<file path="config.mk">
export PLATFORM = sky130hd
export DESIGN_NAME = note_scheduler
export DESIGN_NICKNAME = d
export VERILOG_FILES = /design/src/rtl/note_scheduler.sv
export SDC_FILE = /design/constraint.sdc
export NUM_CORES = 1
export LEC_CHECK = 0
export ABC_AREA = 1
export BUFFER_PORTS_ARGS = -buffer_cell sky130_fd_sc_hd__buf_2
export CORE_ASPECT_RATIO = 0.8
export CORE_MARGIN = 2
export CORE_UTILIZATION = 56
export DETAILED_ROUTE_END_ITERATION = 8
export PLACE_DENSITY = 0.75
export SLEW_MARGIN = 20
export SYNTH_ARGS = -nofsm -noshare
export SYNTH_HDL_FRONTEND = slang
export SYNTH_SLANG_ARGS = --single-unit
</file>
<file path="constraint.sdc">
create_clock -name CLK -period 4.99 [get_ports CLK]
set_clock_uncertainty 0.15 [all_clocks]
set_input_delay 0.499 -clock CLK [delete_from_list [all_inputs] [get_ports CLK]]
set_output_delay 0.499 -clock CLK [all_outputs]
set_load 0.02 [all_outputs]
</file>
<file path="src/rtl/note_scheduler.sv">
// Note-index sequencer for the tone path: live keys preempt a ROM-driven auto-play song,
// which freezes while overridden and resumes from the exact tick it was interrupted at.
module note_scheduler #(
    parameter int TICK_DIV = 3000000,
    parameter int GAP_CYC  = 600000,
    parameter int ADDR_W   = 6,
    parameter int SONG_LEN = 64
) (
    input  logic              CLK,
    input  logic              RST_N,
    input  logic [14:0]       KEY,
    input  logic              START,
    input  logic              STOP,
    input  logic              LOOP,
    output logic [ADDR_W-1:0] ROM_ADDR,
    input  logic [7:0]        ROM_DATA,
    output logic [3:0]        INX,
    output logic              BUSY,
    output logic              PAUSED,
    output logic              DONE
);

    localparam int TICK_W = (TICK_DIV > 1) ? $clog2(TICK_DIV) : 1;
    localparam int GAP_W  = (GAP_CYC > 1) ? $clog2(GAP_CYC) : 1;
    localparam logic [TICK_W-1:0] TICK_LAST = TICK_W'(TICK_DIV - 1);
    localparam logic [GAP_W-1:0]  GAP_LAST  = GAP_W'(GAP_CYC - 1);
    localparam logic [ADDR_W-1:0] ADDR_LAST = ADDR_W'(SONG_LEN - 1);

    typedef enum logic [2:0] {S_IDLE, S_FETCH, S_LOAD, S_PLAY, S_GAP} state_t;

    state_t            state_q, state_n;
    logic [ADDR_W-1:0] addr_q, addr_n;
    logic [3:0]        note_q, note_n;
    logic [3:0]        dur_q, dur_n;
    logic [3:0]        inx_q, inx_n;
    logic [3:0]        manual_note;
    logic [TICK_W-1:0] tick_q, tick_n;
    logic [GAP_W-1:0]  gap_q, gap_n;
    logic [14:0]       key_s1, key_s2;
    logic              manual_active;
    logic              done_q, done_n;
    logic              advance, song_end;

    // KEY is asynchronous to CLK; nothing downstream looks at it before the second flop.
    always_ff @(posedge CLK or negedge RST_N) begin
        if (!RST_N) begin
            key_s1 <= '0;
            key_s2 <= '0;
        end else begin
            key_s1 <= KEY;
            key_s2 <= key_s1;
        end
    end

    assign manual_active = |key_s2;

    // Highest pressed index wins, so later iterations override earlier ones.
    always_comb begin
        manual_note = 4'd0;
        for (int i = 0; i < 15; i++) begin
            if (key_s2[i]) manual_note = 4'(i + 1);
        end
    end

    always_comb begin
        // NOTE: every output of this block gets a default first, so no path can infer a latch.
        state_n  = state_q;
        addr_n   = addr_q;
        note_n   = note_q;
        dur_n    = dur_q;
        tick_n   = tick_q;
        gap_n    = gap_q;
        done_n   = 1'b0;
        advance  = 1'b0;
        song_end = 1'b0;

        if (STOP && state_q != S_IDLE) begin
            state_n = S_IDLE;
            done_n  = 1'b1;
        end else begin
            case (state_q)
                S_IDLE: begin
                    if (START && !STOP) begin
                        addr_n  = '0;
                        state_n = S_FETCH;
                    end
                end
                S_FETCH: state_n = S_LOAD;
                S_LOAD: begin
                    if (ROM_DATA[3:0] == 4'd0) begin
                        song_end = 1'b1;
                    end else begin
                        note_n  = ROM_DATA[7:4];
                        dur_n   = ROM_DATA[3:0];
                        tick_n  = '0;
                        state_n = S_PLAY;
                    end
                end
                S_PLAY: begin
                    // A held key freezes tick and duration so the note resumes mid-way.
                    if (!manual_active) begin
                        if (tick_q == TICK_LAST) begin
                            tick_n = '0;
                            if (dur_q == 4'd1) begin
                                dur_n = 4'd0;
                                if (GAP_CYC > 0) begin
                                    gap_n   = '0;
                                    state_n = S_GAP;
                                end else begin
                                    advance = 1'b1;
                                end
                            end else begin
                                dur_n = dur_q - 4'd1;
                            end
                        end else begin
                            tick_n = tick_q + TICK_W'(1);
                        end
                    end
                end
                S_GAP: begin
                    if (!manual_active) begin
                        if (gap_q == GAP_LAST) advance = 1'b1;
                        else                   gap_n   = gap_q + GAP_W'(1);
                    end
                end
                default: state_n = S_IDLE;
            endcase
        end

        if (advance) begin
            if (addr_q == ADDR_LAST) begin
                if (LOOP) begin
                    addr_n  = '0;
                    state_n = S_FETCH;
                end else begin
                    song_end = 1'b1;
                end
            end else begin
                addr_n  = addr_q + ADDR_W'(1);
                state_n = S_FETCH;
            end
        end

        if (song_end) begin
            state_n = S_IDLE;
            done_n  = 1'b1;
        end

        // INX is driven from next-state values so the auto note lines up exactly with PLAY.
        inx_n = manual_active ? manual_note : ((state_n == S_PLAY) ? note_n : 4'd0);
    end

    always_ff @(posedge CLK or negedge RST_N) begin
        if (!RST_N) begin
            state_q <= S_IDLE;
            addr_q  <= '0;
            note_q  <= 4'd0;
            dur_q   <= 4'd0;
            tick_q  <= '0;
            gap_q   <= '0;
            inx_q   <= 4'd0;
            done_q  <= 1'b0;
        end else begin
            // NOTE: non-blocking assignments so every register samples pre-edge values.
            state_q <= state_n;
            addr_q  <= addr_n;
            note_q  <= note_n;
            dur_q   <= dur_n;
            tick_q  <= tick_n;
            gap_q   <= gap_n;
            inx_q   <= inx_n;
            done_q  <= done_n;
        end
    end

    assign ROM_ADDR = addr_q;
    assign INX      = inx_q;
    assign DONE     = done_q;
    assign BUSY     = (state_q != S_IDLE);
    assign PAUSED   = manual_active && (state_q == S_PLAY || state_q == S_GAP);

endmodule

</file>
After elaboration in Yosys (flattened, before gate mapping)
Cells that the tools add are included.

cells by class
  reduce and logical (&&, ||, !) cells = 14
  muxes and demuxes = 64
  equality and inequality tests = 15
  $add $sub $neg = 4
  bitwise operators = 1

operators with widths
  cell                                                             count
  20-bit 2-to-1 mux                                                5
  4-bit 2-to-1 mux                                                 23
  22-bit 2-to-1 mux                                                3
  22-bit one-hot mux with 2 select lines                           1
  20-bit one-hot mux with 2 select lines                           1
  6-bit 2-to-1 mux                                                 6
  3-bit 2-to-1 mux                                                 10
  22-bit by 1-bit adder with 22-bit output, second input constant  1
  22-bit == test, second input constant                            1
  20-bit by 1-bit adder with 20-bit output, second input constant  1
  20-bit == test, second input constant                            1
  3-bit one-hot mux with 5 select lines                            1
  15-bit OR reduction                                              1
  1-bit 2-to-1 mux                                                 13
  2-bit inequality test, second input constant                     6
  3-bit by 2-bit == test with 1-bit output, second input constant  3
  4-bit one-hot mux with 2 select lines                            1
  7-bit AND reduction                                              1
  6-bit by 1-bit adder with 6-bit output, second input constant    1
  6-bit == test, second input constant                             1
  5-bit AND reduction                                              1
  4-bit by 1-bit == test with 1-bit output, second input constant  1
  4-bit zero test                                                  1
  4-bit AND reduction                                              1
  10 further kinds                                                 13

storage, ports and cells
  input bits = 28
  output and inout port bits = 13
  register bits after elaboration = 94
  logic and storage cells = 108

Longest topological paths before layout
Gate-level depths: netlist of run 1.

  word-level depth = 16
  gate-level depth with buffers = 15
  mapped depth without buffers = 15

Worst setup path before layout of run 1
Ideal clock, no wire load.

  path kind = register -> register
  start point = reg tick_q[0]
  end point = reg gap_q[14]
  setup slack = 3.069 ns
  cell stages (with the launch flop) = 13
  path buffers = 2
  setup time = 0.139 ns
  data arrival time = 1.632 ns
  data required time = 4.701 ns
  period minus slack after synthesis = 1.921 ns
  cells stage by stage = dfrtp_1 -> ha_1 -> inv_1 -> nor2_4 -> nand4_2 -> nor2_2 -> nor2_2 -> nor2_4 -> nand3_2 -> buf_6 -> buf_8 -> nand2_2 -> o31ai_2

on the way
  cells in the longest elaborated chain, start to end = 3

RTL lines
  what                                    line  text
  from (decl)                             37    logic [TICK_W-1:0] tick_q, tick_n;
  from (signal assigned)                  169   tick_q <= tick_n;
  22-bit == test                          102   if (tick_q == TICK_LAST) begin
  2-bit inequality test (no source line)  -
  7-bit AND reduction (no source line)    -
  to (signal assigned)                    170   gap_q <= gap_n;
  to (decl)                               38    logic [GAP_W-1:0] gap_q, gap_n;

Every way passes these cells.
A chain may end at the register's enable or synchronous reset.

Worst setup path after layout of run 1
  start point = reg state_q[2]
  end point = reg gap_q[15]

on the way
  cells in the longest elaborated chain, start to end = 4
  elaborated cells between the ends (all ways) = 13
  classes of those cells = eq/ne: 7; mux: 1; bitwise: 1; reduce/logical: 4

RTL lines
  what                                                                         line  text
  from (decl)                                                                  31    state_t state_q, state_n;
  from (signal assigned)                                                       165   state_q <= state_n;
  parallel branches: the longest is 4 deep, another holds 7-bit AND reduction  -

Several ways; the timed one is not identified.

==> results.rst, run 1 <==
.. list-table::
   :header-rows: 1

   * - Metric
     - Value
   * - Leak
     - 2.456 nW
   * - Cell row count
     - 30
   * - Mean routed wirelength per cell
     - 14.26 microns
   * - Cell-internal power
     - 1.164 mW
   * - Worst endpoint required time
     - 5.10 ns
   * - Clk Latency, worst-skew pair
     - 0.37 ns
   * - Number of setup buffers added after CTS
     - 0
   * - Sink Count
     - 94
   * - Post-Syn Instances
     - 575
   * - YS warnings
     - 0
   * - Peak per-stage delay on the critical path
     - 0.63 ns
   * - Post-synthesis mux area share
     - 0.6912%
   * - Gate power share
     - 21.0%
   * - Post-DP HPWL
     - 7636 microns
   * - Critical path type
     - flop to flop
   * - Overflow left after global routing
     - 0
   * - Most frequent cell after synthesis
     - nand2_1
   * - Most frequently used flop master after synthesis
     - dfrtp_1
   * - Share of the synthesized area in the top cell type
     - 48.13%
   * - Overall routing resource usage
     - 23.85%
   * - Clock network power share
     - 28.0%
   * - Via count
     - 3972
   * - RSZ-0062 raised after global routing
     - no
   * - Result of the run
     - finished clean
   * - Number of buffers between clock root and the deepest sink
     - 2
   * - Switching share of power
     - 34.92%
   * - Worst-path clk slew
     - 0.10 ns
   * - Highest fanout seen on the critical path
     - 30
   * - Mean post-synth cell area
     - 8.499 sq um
   * - Switch Pwr
     - 624.5 uW
   * - Final core area utilization
     - 63.08%
   * - DRT antenna net count
     - 0
   * - Instance count after placement with tap cells included
     - 717
   * - Area growth, synth to finish
     - 9.498%
   * - Min-delay worst type
     - primary input to async pin
   * - Total of buffers placed on input and output ports
     - 40
   * - Die span in x
     - 108.4 microns
   * - Xor-xnor portion of the synthesized cell area
     - 5.197%
   * - # fillers
     - 746
   * - Final sum of negative setup slack
     - 0 ns
   * - Number of remaining DRC errors
     - 0
   * - Endpoint arrival time on the critical path
     - 2.95 ns
   * - Max Clock Freq
     - 0.3523 GHz
   * - Final total power
     - 1.788 mW
   * - Placed inst area
     - 0.005159 sq mm
   * - Remaining max-slew budget at the tightest pin
     - 47.75%
   * - Initial antenna violation count
     - 0
   * - Vert. Die Dim
     - 87.56 microns
   * - Ratio of cells with drive above 1 in the final layout
     - 17.87%
   * - Ys async rst share
     - 100.0%
   * - Initial Util
     - 57.61%
   * - Final non-filler cell total
     - 733
   * - Netlist cell types
     - 43
   * - Sequential-to-total area share from yosys stat
     - 48.13%
   * - Power density of the placed cells
     - 334.2 mW/mm^2
   * - Detail-routed via count per cell
     - 5.419
   * - Worst Max-Slew Pin Slew
     - 0.7809 ns
   * - Critical path startpoint category
     - flop
   * - Largest area contributor in the netlist
     - dfrtp_1
   * - Number of flops mapped to enable cells by yosys
     - 0
   * - # hold bufs at CTS
     - 0
   * - Wire length of the first global-routing pass
     - 17460 microns
   * - Syn Nets
     - 608
   * - Cell area after synthesis
     - 0.004887 sq mm
   * - Via count of the first global-routing pass
     - 3703
   * - Count of boundary I/O pins
     - 41
   * - Number of buffer and inverter instances along the worst setup path
     - 2
   * - Synth Area in Adders
     - 1.280%
   * - Kind of end point of the critical path
     - flop
   * - Setup violation total in the final timing report
     - 0
   * - Post-route cell area
     - 0.005351 sq mm
   * - Final #Nets
     - 649
   * - Biggest area contributors in the synthesized netlist
     - dfrtp_1 (48%), nand2_1 (9.4%), inv_1 (5.1%)
   * - CTS tree
     - done
   * - Minimum clock period after layout
     - 2.839 ns
   * - Cell-by-cell trace of the critical path
     - nor2_1 > inv_2 > nor2_2 > nor2_4 > nand3_2 > inv_2 > nand3_1 > o21ai_1
   * - Clock tree root driver cell
     - clkbuf_8
   * - Most common library cells after synthesis
     - nand2_1 (123), dfrtp_1 (94), inv_1 (67)
   * - Flip-flop and latch count after synthesis
     - 94
   * - Simple-Gate Fraction of Synth Area
     - 29.08%
   * - Maximum number of pins on one net before global-route repair
     - 61
   * - Final hold violations
     - 0
   * - Number of max-capacitance violations reported
     - 0
   * - Antenna cells
     - 0
   * - Category of cells accounting for the largest share of critical-path delay
     - simple AND/OR/NAND/NOR gates
   * - Cell with the most instances on the worst path
     - inv_2
   * - Compound-Gate Fraction of Synth Area
     - 8.167%
   * - Routed wire length
     - 10450 microns
   * - Number of detailed-route iterations in the first pass
     - 5
   * - Total Die Area
     - 0.009495 sq mm
   * - Violation count after the first detailed-routing iteration
     - 348
   * - Number of slew-limit violations in the final report
     - 0
   * - Seq pwr share
     - 51.0%
   * - Share of the clock period used by the worst path
     - 56.89%
   * - Cell with the largest stage delay on the worst path
     - nor2_1
   * - Routability congestion estimate from global placement
     - 0.9331
   * - Area of the core region
     - 0.008483 sq mm
   * - Main combinational cell family by area after synthesis
     - simple AND/OR/NAND/NOR gates
   * - Total clock buffers created by CTS
     - 9
   * - Quantity of gates resized following cts
     - 0
   * - H-tree lvl count
     - 3
   * - Maximum vdd drop
     - 0.2312 mV
-- placed cells by master (no fill, tap or decap), types with 4 or more instances in the layout --
cell      count
inv_2         9
nor2_2        7
nor4_1        8
o31ai_1       8
nand3_1      35
nand2_2      11
nand4_1      17
o21ai_0      18
o21ai_1       7
ha_1          5
nor2_4        8
clkbuf_8      9
nand2_1     123
buf_2        39
a21oi_1      13
o31ai_2       6
xnor2_1      12
nor3_1       17
nand3_2       4
nor2_1       53
inv_1        67
dfrtp_1      94
xor2_1       17
-- power groups by stage --
stage	Combinational [mW]	Sequential (mW)	Clock (mW)
after detailed placement	0.370	0.925	0
after CTS	0.373	0.909	0.514
after global placement	0.360	0.920	0
after global routing	0.422	0.922	0.544
final	0.375	0.912	0.501
after floorplan	0.282	0.914	0
-- cells by family after synthesis --
logic type               Yosys count
multiplexers                       3
AND/OR/NAND/NOR                  295
XOR/XNOR                          29
buffers and inverters             87
AO/OA/AOI/OAI                     62
flip-flops                        94
adder cells (fa/ha/maj)            5
-- registers in the layout, summed over array words and instances (netlist names) --
signal,cells
DONE,1
INX,4
ROM_ADDR,6
dur_q,4
gap_q,20
key_s1,15
key_s2,15
note_q,4
state_q,3
tick_q,22
-- per-stage QoR --
stage | hold WS [ns] | setup slack [ns]
floorplan | 0.05341 | 3.069
global placement | 0.1824 | 2.338
detailed placement | 0.1847 | 2.217
CTS | 0.05826 | 2.182
global route | 0.05041 | 1.964
finish | 0.03382 | 2.151
-- layout make-up --
cell class / instances / area (sq um) / share of cell area [%]
Sequential cell: 94 / 2352 / 43.96
Multi-Input combinational cell: 394 / 2171 / 40.57
Inverter: 76 / 285.3 / 5.331
Timing Repair Buffer: 41 / 210.2 / 3.928
Tap cell: 112 / 140.1 / 2.619
Clock buffer: 9 / 123.9 / 2.315
Clock inverter: 7 / 68.82 / 1.286
-- path summary, 6_finish.rpt --
check / depth (start not counted) / startpoint / slack, ns / to
max reg2reg: 8 / state_q[2]$_DFF_PN0_ / 2.15 / gap_q[15]$_DFFE_PN0P_
max: 8 / state_q[2]$_DFF_PN0_ / 2.15 / gap_q[15]$_DFFE_PN0P_
min: 1 / RST_N / 0.03 / tick_q[19]$_DFFE_PN0P_
max in group asynchronous: 2 / RST_N / 3.71 / gap_q[0]$_DFFE_PN0P_
min reg2reg: 0 / key_s1[3]$_DFF_PN0_ / 0.20 / key_s2[3]$_DFF_PN0_
min in group CLK: 1 / KEY[5] / 0.08 / key_s1[5]$_DFF_PN0_
-- layer usage --
layer  track usage, %  share of wire [%]  vias to the layer above  routed length [microns]
met5                0                  0                        -                        0
met4            8.159                2.0                        0                      205
met3            4.911                6.0                       23                      627
met2            35.45                 44                      128                     4591
met1            35.14                 48                     1871                     5026
li1                 -                  -                     1950                        -
(Power assumes the default switching activity.)
==> inputs of run 2 (changes only) <==
ABC_AREA = 0   (was 1)
PLACE_DENSITY = 0.76   (was 0.75)
clock period = 2.9 ns   (was 4.99 ns; I/O delays follow)
==> run 2 against run 1 <==
Combinational power rose by 2%. Setup slack got worse by 2.0 ns. Clock-buffer cell count did not move. Cell count fell by 12%. First-iteration DRC count fell by 29%. Largest power group unchanged. Highest routed layer unchanged.
==> results.rst, run 2 <==
.. list-table::
   :header-rows: 1

   * - Metric
     - Value
   * - Result of the run
     - finished clean (unchanged)
   * - Count of boundary I/O pins
     - 41 (unchanged)
   * - Vert. Die Dim
     - 84.49 microns (was 87.56 microns)
   * - Gate power share
     - 14.0% (was 21.0%)
   * - Wire length of the first global-routing pass
     - 16750 microns (was 17460 microns)
   * - Setup violation total in the final timing report
     - 0 (unchanged)
   * - Most frequently used flop master after synthesis
     - dfrtp_1 (unchanged)
   * - Remaining max-slew budget at the tightest pin
     - 50.40% (was 47.75%)
   * - Leak
     - 2.277 nW (was 2.456 nW)
   * - Cell area after synthesis
     - 0.004534 sq mm (was 0.004887 sq mm)
   * - Biggest area contributors in the synthesized netlist
     - dfrtp_1 (52%), o21ai_0 (5.4%), o31ai_1 (4.8%) (was dfrtp_1 (48%), nand2_1 (9.4%), inv_1 (5.1%))
   * - Register with the highest flop count
     - tick_q (unchanged)
   * - Cell with the largest stage delay on the worst path
     - or4_1 (was nor2_1)
   * - Antenna cells
     - 0 (unchanged)
   * - Post-synthesis mux area share
     - 1.325% (was 0.6912%)
   * - Number of max-capacitance violations reported
     - 0 (unchanged)
   * - Number of cells on the worst reg-to-reg path
     - 8 (unchanged)
   * - Post-DP HPWL
     - 6548 microns (was 7636 microns)
   * - Worst endpoint required time
     - 3.05 ns (was 5.10 ns)
   * - Flip-flop and latch count after synthesis
     - 94 (unchanged)
   * - Number of setup buffers added after CTS
     - 0 (unchanged)
   * - Final total power
     - 2.746 mW (was 1.788 mW)
   * - Switch Pwr
     - 842.4 uW (was 624.5 uW)
   * - Reg2Reg Capture Point
     - gap_q[17]$_DFFE_PN0P_ (was gap_q[15]$_DFFE_PN0P_)
   * - Placed inst area
     - 0.004897 sq mm (was 0.005159 sq mm)
   * - Seq pwr share
     - 53.7% (was 51.0%)
   * - Cell depth of the worst hold path
     - 3
   * - Total clock buffers created by CTS
     - 9 (unchanged)
   * - Area of the core region
     - 0.007910 sq mm (was 0.008483 sq mm)
   * - Peak per-stage delay on the critical path
     - 0.52 ns (was 0.63 ns)
   * - Overall routing resource usage
     - 23.65% (was 23.85%)
   * - Final hold violations
     - 0 (unchanged)
   * - Cell-internal power
     - 1.903 mW (was 1.164 mW)
   * - Worst R2R Setup Slack
     - 0.19 ns (was 2.15 ns)
   * - Leading registers by flop count
     - tick_q: 22 flops, gap_q: 20 flops (unchanged)
   * - Overflow left after global routing
     - 0 (unchanged)
   * - Synth Area in Adders
     - 1.380% (was 1.280%)
   * - Most frequent cell after synthesis
     - dfrtp_1 (was nand2_1)
   * - Mean post-synth cell area
     - 9.793 sq um (was 8.499 sq um)
   * - DRT antenna net count
     - 0 (unchanged)
   * - Detail-routed via count per cell
     - 5.966 (was 5.419)
   * - Violation count after the first detailed-routing iteration
     - 248 (was 348)
   * - Number of remaining DRC errors
     - 0 (unchanged)
   * - Area growth, synth to finish
     - 17.16% (was 9.498%)
   * - Number of detailed-route iterations in the first pass
     - 4 (was 5)
   * - Syn Nets
     - 496 (was 608)
   * - Number of slew-limit violations in the final report
     - 0 (unchanged)
   * - Switching share of power
     - 30.68% (was 34.92%)
   * - Final sum of negative setup slack
     - 0 ns (unchanged)
   * - Sequential-to-total area share from yosys stat
     - 51.88% (was 48.13%)
   * - Total of buffers placed on input and output ports
     - 40 (unchanged)
   * - Compound-Gate Fraction of Synth Area
     - 17.80% (was 8.167%)
   * - Clock tree root driver cell
     - clkbuf_8 (unchanged)
   * - # fillers
     - 636 (was 746)
   * - Post-Syn Instances
     - 463 (was 575)
   * - Minimum clock period after layout
     - 2.711 ns (was 2.839 ns)
   * - Worst Max-Slew Pin Slew
     - 0.7439 ns (was 0.7809 ns)
   * - Sequential Area
     - 0.002352 sq mm (unchanged)
   * - Endpoint arrival time on the critical path
     - 2.87 ns (was 2.95 ns)
   * - Source of the worst register-to-register timing path
     - tick_q[0]$_DFFE_PN0P_ (was state_q[2]$_DFF_PN0_)
   * - Share of the clock period used by the worst path
     - 93.47% (was 56.89%)
   * - Post-route cell area
     - 0.005313 sq mm (was 0.005351 sq mm)
   * - CTS tree
     - done (unchanged)
   * - Number of buffers between clock root and the deepest sink
     - 2 (unchanged)
   * - Worst-path clk slew
     - 0.11 ns (was 0.10 ns)
   * - Maximum number of pins on one net before global-route repair
     - 52 (was 61)
   * - Cell-by-cell trace of the critical path
     - ha_1 > nand4_1 > nor4_1 > buf_4 > nand3_2 > a21o_4 > or4_1 > a21oi_1 (was nor2_1 > inv_2 > nor2_2 > nor2_4 > nand3_2 > inv_2 > nand3_1 > o21ai_1)
   * - Routed wire length
     - 9731 microns (was 10450 microns)
   * - Power density of the placed cells
     - 516.8 mW/mm^2 (was 334.2 mW/mm^2)
   * - Clk Latency, worst-skew pair
     - 0.38 ns (was 0.37 ns)
   * - Origin of the worst setup path
     - tick_q[0]$_DFFE_PN0P_ (was state_q[2]$_DFF_PN0_)
   * - Clock network power share
     - 32.3% (was 28.0%)
   * - Initial antenna violation count
     - 0 (unchanged)
   * - Share of the synthesized area in the top cell type
     - 51.88% (was 48.13%)
   * - YS warnings
     - 0 (unchanged)
   * - Sink Count
     - 94 (unchanged)
   * - Maximum vdd drop
     - 0.4852 mV (was 0.2312 mV)
   * - Max Clock Freq
     - 0.3689 GHz (was 0.3523 GHz)
   * - Hold Path Origin
     - LOOP
   * - Xor-xnor portion of the synthesized cell area
     - 0.7726% (was 5.197%)
   * - Ys async rst share
     - 100.0% (unchanged)
   * - Routability congestion estimate from global placement
     - 0.8400 (was 0.9331)
   * - Number of flops mapped to enable cells by yosys
     - 0 (unchanged)
   * - Initial Util
     - 57.32% (was 57.61%)
   * - Mean routed wirelength per cell
     - 15.11 microns (was 14.26 microns)
   * - End of the worst hold path
     - DONE$_DFF_PN0_
   * - Via count of the first global-routing pass
     - 3608 (was 3703)
   * - Largest area contributor in the netlist
     - dfrtp_1 (unchanged)
   * - Final #Nets
     - 564 (was 649)
   * - Simple-Gate Fraction of Synth Area
     - 23.84% (was 29.08%)
   * - Netlist cell types
     - 57 (was 43)
   * - Min-delay worst type
     - primary input to flop (was primary input to async pin)
   * - Critical path startpoint category
     - flop (unchanged)
   * - Most common library cells after synthesis
     - dfrtp_1 (94), o21ai_0 (49), nor2_1 (40) (was nand2_1 (123), dfrtp_1 (94), inv_1 (67))
   * - Main combinational cell family by area after synthesis
     - simple AND/OR/NAND/NOR gates (unchanged)
   * - Kind of end point of the critical path
     - flop (unchanged)
   * - H-tree lvl count
     - 3 (unchanged)
   * - Area occupied by multi-input gates
     - 0.002046 sq mm (was 0.002171 sq mm)
   * - Ratio of cells with drive above 1 in the final layout
     - 15.67% (was 17.87%)
   * - Via count
     - 3842 (was 3972)
   * - Total Die Area
     - 0.008838 sq mm (was 0.009495 sq mm)
   * - Highest fanout seen on the critical path
     - 27 (was 30)
   * - Most common cell after layout, fill and taps aside
     - dfrtp_1 (was nand2_1)
   * - Die span in x
     - 104.6 microns (was 108.4 microns)
   * - Critical path type
     - flop to flop (unchanged)
   * - Cell row count
     - 29 (was 30)
   * - Max FFs per register
     - 22 (unchanged)
   * - RSZ-0062 raised after global routing
     - no (unchanged)
   * - Commonest cells after routing, fill and taps aside
     - dfrtp_1 (94), o21ai_0 (49), nor2_1 (40), buf_2 (39), nand2_1 (37) (was nand2_1 (123), dfrtp_1 (94), inv_1 (67), nor2_1 (53), buf_2 (39))
==> run 2: cell count changes after synthesis, sizes merged, moves of 8 or more <==
cell    previous run  this run
inv               76        17
clkbuf             1        12
a21oi             13        21
nand4             18         8
o21ai             26        49
xor2              17         0
nand3             39        27
nand2            135        37
or4                0        10
nor2              68        40
o31ai             14        29
nand2b             1         9
nor3              20         9
xnor2             12         4
==> run 2: power by group through the flow <==
stage | combinational, mW | sequential (mW) | clock [mW]
floorplan | 0.254 | 1.48 | 0
finish | 0.384 | 1.47 | 0.888
global placement | 0.350 | 1.49 | 0
CTS | 0.382 | 1.47 | 0.902
detailed placement | 0.359 | 1.50 | 0
global route | 0.435 | 1.49 | 0.949
==> run 2: layer usage <==
metal | GRT usage (%) | part of all wire, %
met1 | 31.68 | 46
met2 | 38.50 | 48
met3 | 5.823 | 4.4
met4 | 7.394 | 1.7
met5 | 0 | 0
==> run 2: worst max path at each step <==
| stage | end | depth (start not counted) | slack, ns |
|---|---|---|---|
| 6_report | gap_q[17]$_DFFE_PN0P_ | 8 | 0.19 |
| 5_1_grt | gap_q[17]$_DFFE_PN0P_ | 8 | 0.03 |
| 2_1_floorplan | gap_q[10]$_DFFE_PN0P_ | 9 | 0.39 |
| 3_3_place_gp | gap_q[13]$_DFFE_PN0P_ | 8 | 0.26 |
| 4_1_cts | gap_q[17]$_DFFE_PN0P_ | 8 | 0.18 |
| 3_5_place_dp | gap_q[9]$_DFFE_PN0P_ | 8 | 0.20 |
==> run 2: final cells by class <==
cell class	instances	area share [%]
Clock buffer	9	2.332
Clock inverter	7	1.719
Inverter	17	1.201
Multi-Input combinational cell	336	38.51
Sequential cell	94	44.28
Tap cell	108	2.544
Timing Repair Buffer	73	9.421
==> run 2: per-stage QoR <==
stage | hold WS, ns | util [%] | cells | worst slack (ns)
2_1_floorplan | -0.1556 | - | 463 | 0.3937
3_3_place_gp | 0.1839 | 61.91 | 608 | 0.2628
3_5_place_dp | 0.1863 | 61.91 | 608 | 0.2041
4_1_cts | 0.04463 | 67.16 | 644 | 0.1770
5_1_grt | 0.05410 | 67.16 | 644 | 0.02881
6_report | 0.05154 | 67.16 | 644 | 0.1895
==> run 2: cells by family (layout without fill, tap and decap cells) <==
group                      Yosys count  in the layout
and+or+nand+nor                    193            193
AOI/OAI and AO/OA                  128            128
DFF                                 94             94
buffers and inverters               33            106
muxes                                6              6
adders and majority gates            5              5
xor gates and xnor gates             4              4
==> run 2: what timing repair did <==
| action | in CTS | in global routing |
|---|---|---|
| hold buffers | 20 | 0 |
| endpoints found under the hold margin | 67 | 0 |
| resized for setup | 0 | 0 |
==> run 2: worst max-delay path: cells and delay by family (launching register included) <==
family                     cells  cell delay (ns)
and+or+nand+nor                4             1.17
AOI/OAI and AO/OA              2             0.49
DFF                            1             0.41
adders and majority gates      1             0.23
buffers and inverters          1             0.18
